--- src/rtl/vga_pkg.sv ---
// Display and framebuffer constants shared by the int_vga timing path and the draw side.
`default_nettype none

package vga_pkg;

  localparam int H_ACTIVE = 640;
  localparam int V_ACTIVE = 480;
  localparam int FB_W     = 320;
  localparam int FB_H     = 240;
  localparam int FB_WORDS = FB_W * FB_H;
  localparam int ADDR_W   = 17;
  localparam int CNT_W    = 10;
  localparam int SCAN_LAT = 3;

  typedef logic [11:0] pixel_t;

  typedef enum logic [1:0] {
    SLOT_IDLE  = 2'd0,
    SLOT_READ  = 2'd1,
    SLOT_WRITE = 2'd2,
    SLOT_DROP  = 2'd3
  } slot_e;

endpackage

`default_nettype wire

--- src/rtl/fb_addr_gen.sv ---
// Framebuffer word coordinate (x,y) to linear address: y*320 + x, built from shifts and adds.
`default_nettype none

module fb_addr_gen
  import vga_pkg::*;
(
  input  logic [CNT_W-2:0]  x_i,
  input  logic [CNT_W-2:0]  y_i,
  output logic [ADDR_W-1:0] addr_o
);

  logic [ADDR_W-1:0] row;
  logic [ADDR_W-1:0] col;

  assign row    = ADDR_W'(y_i);
  assign col    = ADDR_W'(x_i);
  assign addr_o = (row << 8) + (row << 6) + col;

endmodule

`default_nettype wire

--- src/rtl/fb_scan_arbiter.sv ---
// Time-slices one single-port framebuffer RAM between 2x-doubled VGA scan-out and a draw-side writer.
`default_nettype none

module fb_scan_arbiter
  import vga_pkg::*;
(
  input  logic              clk,
  input  logic              reset,
  input  logic [CNT_W-1:0]  h_count,
  input  logic [CNT_W-1:0]  v_count,
  input  logic              wr_valid,
  output logic              wr_ready,
  input  logic [ADDR_W-1:0] wr_addr,
  input  logic [11:0]       wr_data,
  output logic [ADDR_W-1:0] ram_addr,
  output logic              ram_we,
  output logic [11:0]       ram_wdata,
  input  logic [11:0]       ram_rdata,
  output logic [3:0]        red,
  output logic [3:0]        green,
  output logic [3:0]        blue,
  output logic              wr_err,
  output logic              frame_start
);

  logic              active;
  logic              rd_slot;
  logic              wr_in_range;
  logic [ADDR_W-1:0] rd_addr;
  slot_e             slot;

  logic [ADDR_W-1:0] ram_addr_q,  ram_addr_d;
  logic              ram_we_q,    ram_we_d;
  logic [11:0]       ram_wdata_q, ram_wdata_d;
  logic              wr_err_q,    wr_err_d;
  logic              frame_start_q;
  pixel_t            rgb_q,       rgb_d;
  logic [SCAN_LAT-2:0] act_q;
  logic [SCAN_LAT-2:0] rd_q;

  assign active      = (h_count < CNT_W'(H_ACTIVE)) && (v_count < CNT_W'(V_ACTIVE));
  assign rd_slot     = active && !h_count[0];
  assign wr_ready    = !reset && !rd_slot;
  assign wr_in_range = wr_addr < ADDR_W'(FB_WORDS);

  fb_addr_gen u_addr_gen (
    .x_i    (h_count[CNT_W-1:1]),
    .y_i    (v_count[CNT_W-1:1]),
    .addr_o (rd_addr)
  );

  always_comb begin
    slot = SLOT_IDLE;
    if (rd_slot) begin
      slot = SLOT_READ;
    end else if (wr_valid) begin
      slot = wr_in_range ? SLOT_WRITE : SLOT_DROP;
    end
  end

  always_comb begin
    ram_addr_d  = ram_addr_q;
    ram_we_d    = 1'b0;
    ram_wdata_d = ram_wdata_q;
    wr_err_d    = wr_err_q;
    case (slot)
      SLOT_READ: begin
        ram_addr_d = rd_addr;
      end
      SLOT_WRITE: begin
        ram_addr_d  = wr_addr;
        ram_wdata_d = wr_data;
        ram_we_d    = 1'b1;
      end
      SLOT_DROP: begin
        ram_addr_d  = wr_addr;
        ram_wdata_d = wr_data;
        wr_err_d    = 1'b1;
      end
      default: ;
    endcase
  end

  // Capture on the cycle read data returns; hold for the doubled pixel; blank outside the active area.
  always_comb begin
    rgb_d = rgb_q;
    if (!act_q[SCAN_LAT-2]) begin
      rgb_d = '0;
    end else if (rd_q[SCAN_LAT-2]) begin
      rgb_d = ram_rdata;
    end
  end

  always_ff @(posedge clk or posedge reset) begin
    if (reset) begin
      ram_addr_q    <= '0;
      ram_we_q      <= 1'b0;
      ram_wdata_q   <= '0;
      wr_err_q      <= 1'b0;
      frame_start_q <= 1'b0;
      rgb_q         <= '0;
      act_q         <= '0;
      rd_q          <= '0;
    end else begin
      ram_addr_q    <= ram_addr_d;
      ram_we_q      <= ram_we_d;
      ram_wdata_q   <= ram_wdata_d;
      wr_err_q      <= wr_err_d;
      frame_start_q <= (h_count == '0) && (v_count == '0);
      rgb_q         <= rgb_d;
      act_q         <= {act_q[SCAN_LAT-3:0], active};
      rd_q          <= {rd_q[SCAN_LAT-3:0], rd_slot};
    end
  end

  assign ram_addr    = ram_addr_q;
  assign ram_we      = ram_we_q;
  assign ram_wdata   = ram_wdata_q;
  assign wr_err      = wr_err_q;
  assign frame_start = frame_start_q;
  assign red         = rgb_q[11:8];
  assign green       = rgb_q[7:4];
  assign blue        = rgb_q[3:0];

endmodule

`default_nettype wire
--- config.mk ---
export PLATFORM = sky130hd
export DESIGN_NAME = fb_scan_arbiter
export DESIGN_NICKNAME = d
export VERILOG_FILES = /design/src/rtl/vga_pkg.sv /design/src/rtl/fb_addr_gen.sv /design/src/rtl/fb_scan_arbiter.sv
export SDC_FILE = /design/constraint.sdc
export NUM_CORES = 1
export LEC_CHECK = 0
export ABC_AREA = 0
export BUFFER_PORTS_ARGS = -buffer_cell sky130_fd_sc_hd__buf_2
export CORE_AREA = 2 2 80 75
export DETAILED_ROUTE_END_ITERATION = 6
export DIE_AREA = 0 0 82 77
export HOLD_SLACK_MARGIN = 0.08
export PLACE_DENSITY = 0.87
export SLEW_MARGIN = 0
export SYNTH_ARGS = -nofsm -noshare
export SYNTH_HDL_FRONTEND = slang
export SYNTH_SLANG_ARGS = --single-unit
export TNS_END_PERCENT = 10
--- constraint.sdc ---
create_clock -name clk -period 1.7 [get_ports clk]
set_input_delay 0.085 -clock clk [delete_from_list [all_inputs] [get_ports clk]]
set_output_delay 0.085 -clock clk [all_outputs]
set_load 0.01 [all_outputs]
==> flow_summary.toml <==
[clock_tree]
cts_setup_buffers = 0
cts_tree = "done"
clk_pin_slew_worst_paths_ns = 0.09
numCtsBuffers = 5
cts_num_sinks = 48
clock_latency_ns = 0.29
root_buffer = "clkbuf_8"
htree_levels = 2
clockBufferDepth = 2

[logic_synthesis]
syn-num-nets = 305
synth_cells = 222
async_reset_ff_share_pct = 100
synth-warning-count = 0
synth_compound_area_share_pct = 12.8
synth_edf_count = 0
synth-xor-area-share_pct = 1.72
syn_avg_cell_area_um2 = 11.5
yosysTopAreaCellShare_pct = 47.1
synth.distinct_cells = 38
synthTopCellsByArea = "dfrtp_1, mux2i_1, ha_1, nor2b_1, mux2_2"
yosys_register_bits = 48
synth.mux.area_fraction_pct = 15.1
synth_top_family_by_area = "multiplexers"
syn-cell-area_um2 = 2550
ys_seq_area_share_pct = 47.1
synth.largest_area_cell = "dfrtp_1"
yosys.area_share.simple_pct = 10.3
synth_ff_type = "dfrtp_1"
synthAdderAreaFrac_pct = 9.90

[detailed_routing]
routedWlPerCell_um = 14.2
routed_wl_um = 6340
vias = 2182
drc = 0
routed_via_density = 4.89
dr.first_iter.drc_count = 33
drtAntennaViolNets = 0
dr.pass1.iters = 4

[finish]
stdcell_area_um2 = 3750
n_antenna_cell = 0
final_common_cell = "buf_2"
nets = 459
final_layout_size_suffix_gt1_share_pct = 43.4
area_growth_pct = 46.8
layout_common_cells = "buf_2, dfrtp_1, dlygate4sd3_1, mux2i_1, nor2b_1"
fill_cells = 387

[sta]
hold_viol_final = 0
maxSlewHeadroom_pct = 59.2
layout_setup_ws_ns = 0.0252
fin_skew_ns = 0.0102
worstMarginPinSlew_ns = 0.612
finalCritPeriodShare_pct = 98.5
clock.fmax_mhz = 597
fin_hold_ws_ns = 0.0932
fin_crit_ns = 1.67
maxSlewViolCount = 0
setup_violations = 0
grt_setup_unrepaired = "yes"

[global_route]
grt.total_usage_pct = 20.4
grt-ovfl-total = 0
grt_pass1_vias = 2250
grt_max_degree = 38
grt_pass1_wl_um = 9860
antenna_found_initial = 0

[power]
clock_power_share_pct = 24.4
peakVddDrop_mv = 0.403
swShare_pct = 28.0
p_switching_uw = 798
pwr-share-comb_pct = 29.6
seqPwrFrac_pct = 46.1
p_leak_nw = 1.85
p_per_area_nw_per_um2 = 759
internal_power_mw = 2.05
power_mw = 2.84

[hold_path]
hold_path.class = "in2reg"
hold_path_depth = 3

[place]
dp_hpwl_um = 4770
place.gp.congestion = 0.794
dpl_cell_area_um2 = 3350
io_buffer_count = 108
dp_worst_setup_slack_ns = -0.402

[setup_path]
criticalPathCategory = "in2reg"
end_kind = "register"
path_max_fanout = 3
r2r.worst_path.cells = 2
cp.arrival_ns = 1.85
required_ns = 1.88
critPathLaunchType = "primary input"

[run_status]
status = "finished clean"

[floorplan]
die_h_um = 77
coreArea_um2 = 5470
io_pins = 109
die_area_um2 = 6310
die-width_um = 82
start_util_pct = 46.7
row_count = 26

[flow_run]
cap_violations = 0
[layout make-up]
class	count	area (µm²)	share of cell area [%]
multi-input cells	157	1320	35.1
flip-flops and latches	48	1200	32.1
repair buffers	155	1000	26.8
clock buffers	7	96.3	2.57
well taps	70	87.6	2.34
inverters	9	41.3	1.10
[Yosys cell counts (2+ instances only)]
master,number
o22ai_1,2
nor2_1,7
xnor2_1,2
nor2b_1,19
buf_2,6
mux2_2,9
a21o_1,2
fa_1,2
nor4_1,6
dfrtp_1,48
mux2_1,3
o21ai_0,15
o21a_1,2
a211oi_1,5
xor2_1,3
mux2i_1,25
a21oi_1,7
o31ai_1,2
nand2_1,14
inv_1,9
ha_1,17
[critical path: stages]
cell and delay [ns]:
buf_6 0.09, inv_8 0.03, fa_2 0.60, inv_2 0.06, ha_4 0.22, a211oi_4 0.23, o21a_4 0.20, o31ai_4 0.06
xnor2_1 0.19, a21oi_1 0.08
[per-layer routing]
layer  share of wire, %  track usage, %  vias up  routed length (µm)
met5                  0               0        -                   0
met4                1.0            6.33        0                  64
met3                5.4            4.35        4                 344
met2                 52            36.4       73                3260
met1                 42            24.0     1014                2660
li1                   -               -     1091                   -
[power by group through the flow]
| stage | clock network (mW) | registers [mW] | logic (mW) |
|---|---|---|---|
| 2_1_floorplan | 0 | 1.37 | 0.387 |
| 3_3_place_gp | 0 | 1.33 | 0.745 |
| 3_5_place_dp | 0 | 1.33 | 0.771 |
| 4_1_cts | 0.716 | 1.31 | 0.833 |
| 5_1_grt | 0.767 | 1.32 | 0.926 |
| 6_report | 0.692 | 1.31 | 0.841 |
[logic make-up after synthesis]
logic type | after synthesis
AO/OA/AOI/OAI | 46
adder cells (fa/ha/maj) | 19
multiplexers | 37
XOR/XNOR | 5
buffers and inverters | 17
AND/OR/NAND/NOR | 50
flip-flops | 48
[flip-flops by register name (all words and copies together) (netlist names)]
register,cells
act_q,2
frame_start,1
ram_addr,17
ram_wdata,12
ram_we,1
rd_q,2
rgb_q,12
wr_err,1
[stage by stage]
stage / cells / util [%] / TNS (ns)
after global routing: 446 / 68.5 / -0.0437
after global placement: 412 / 61.2 / -1.95
after floorplan: 222 / - / -0.469
after CTS: 446 / 68.2 / -0.00593
after detailed placement: 412 / 61.2 / -2.36
final: 446 / 68.5 / 0
[worst paths after layout]
check	from	to	slack, ns
setup / recovery	v_count[3]	ram_addr[14]	0.03
hold / removal	wr_addr[1]	ram_addr[1]	0.09
setup reg to reg	rd_q[1]	rgb_q[5]	0.49
hold reg to reg	rd_q[0]	rd_q[1]	0.36
max in group asynchronous	reset	ram_wdata[10]	0.92
min in group asynchronous	reset	act_q[0]	0.30
[what timing repair did]
item | CTS | global route
endpoints found under the hold margin | 74 | 0
pin swaps | 1 | 5
endpoints found under the setup margin | 5 | 5
resized for setup | 3 | 7
hold buffers | 27 | 0
No activity file was read; power rests on OpenSTA's default activity.
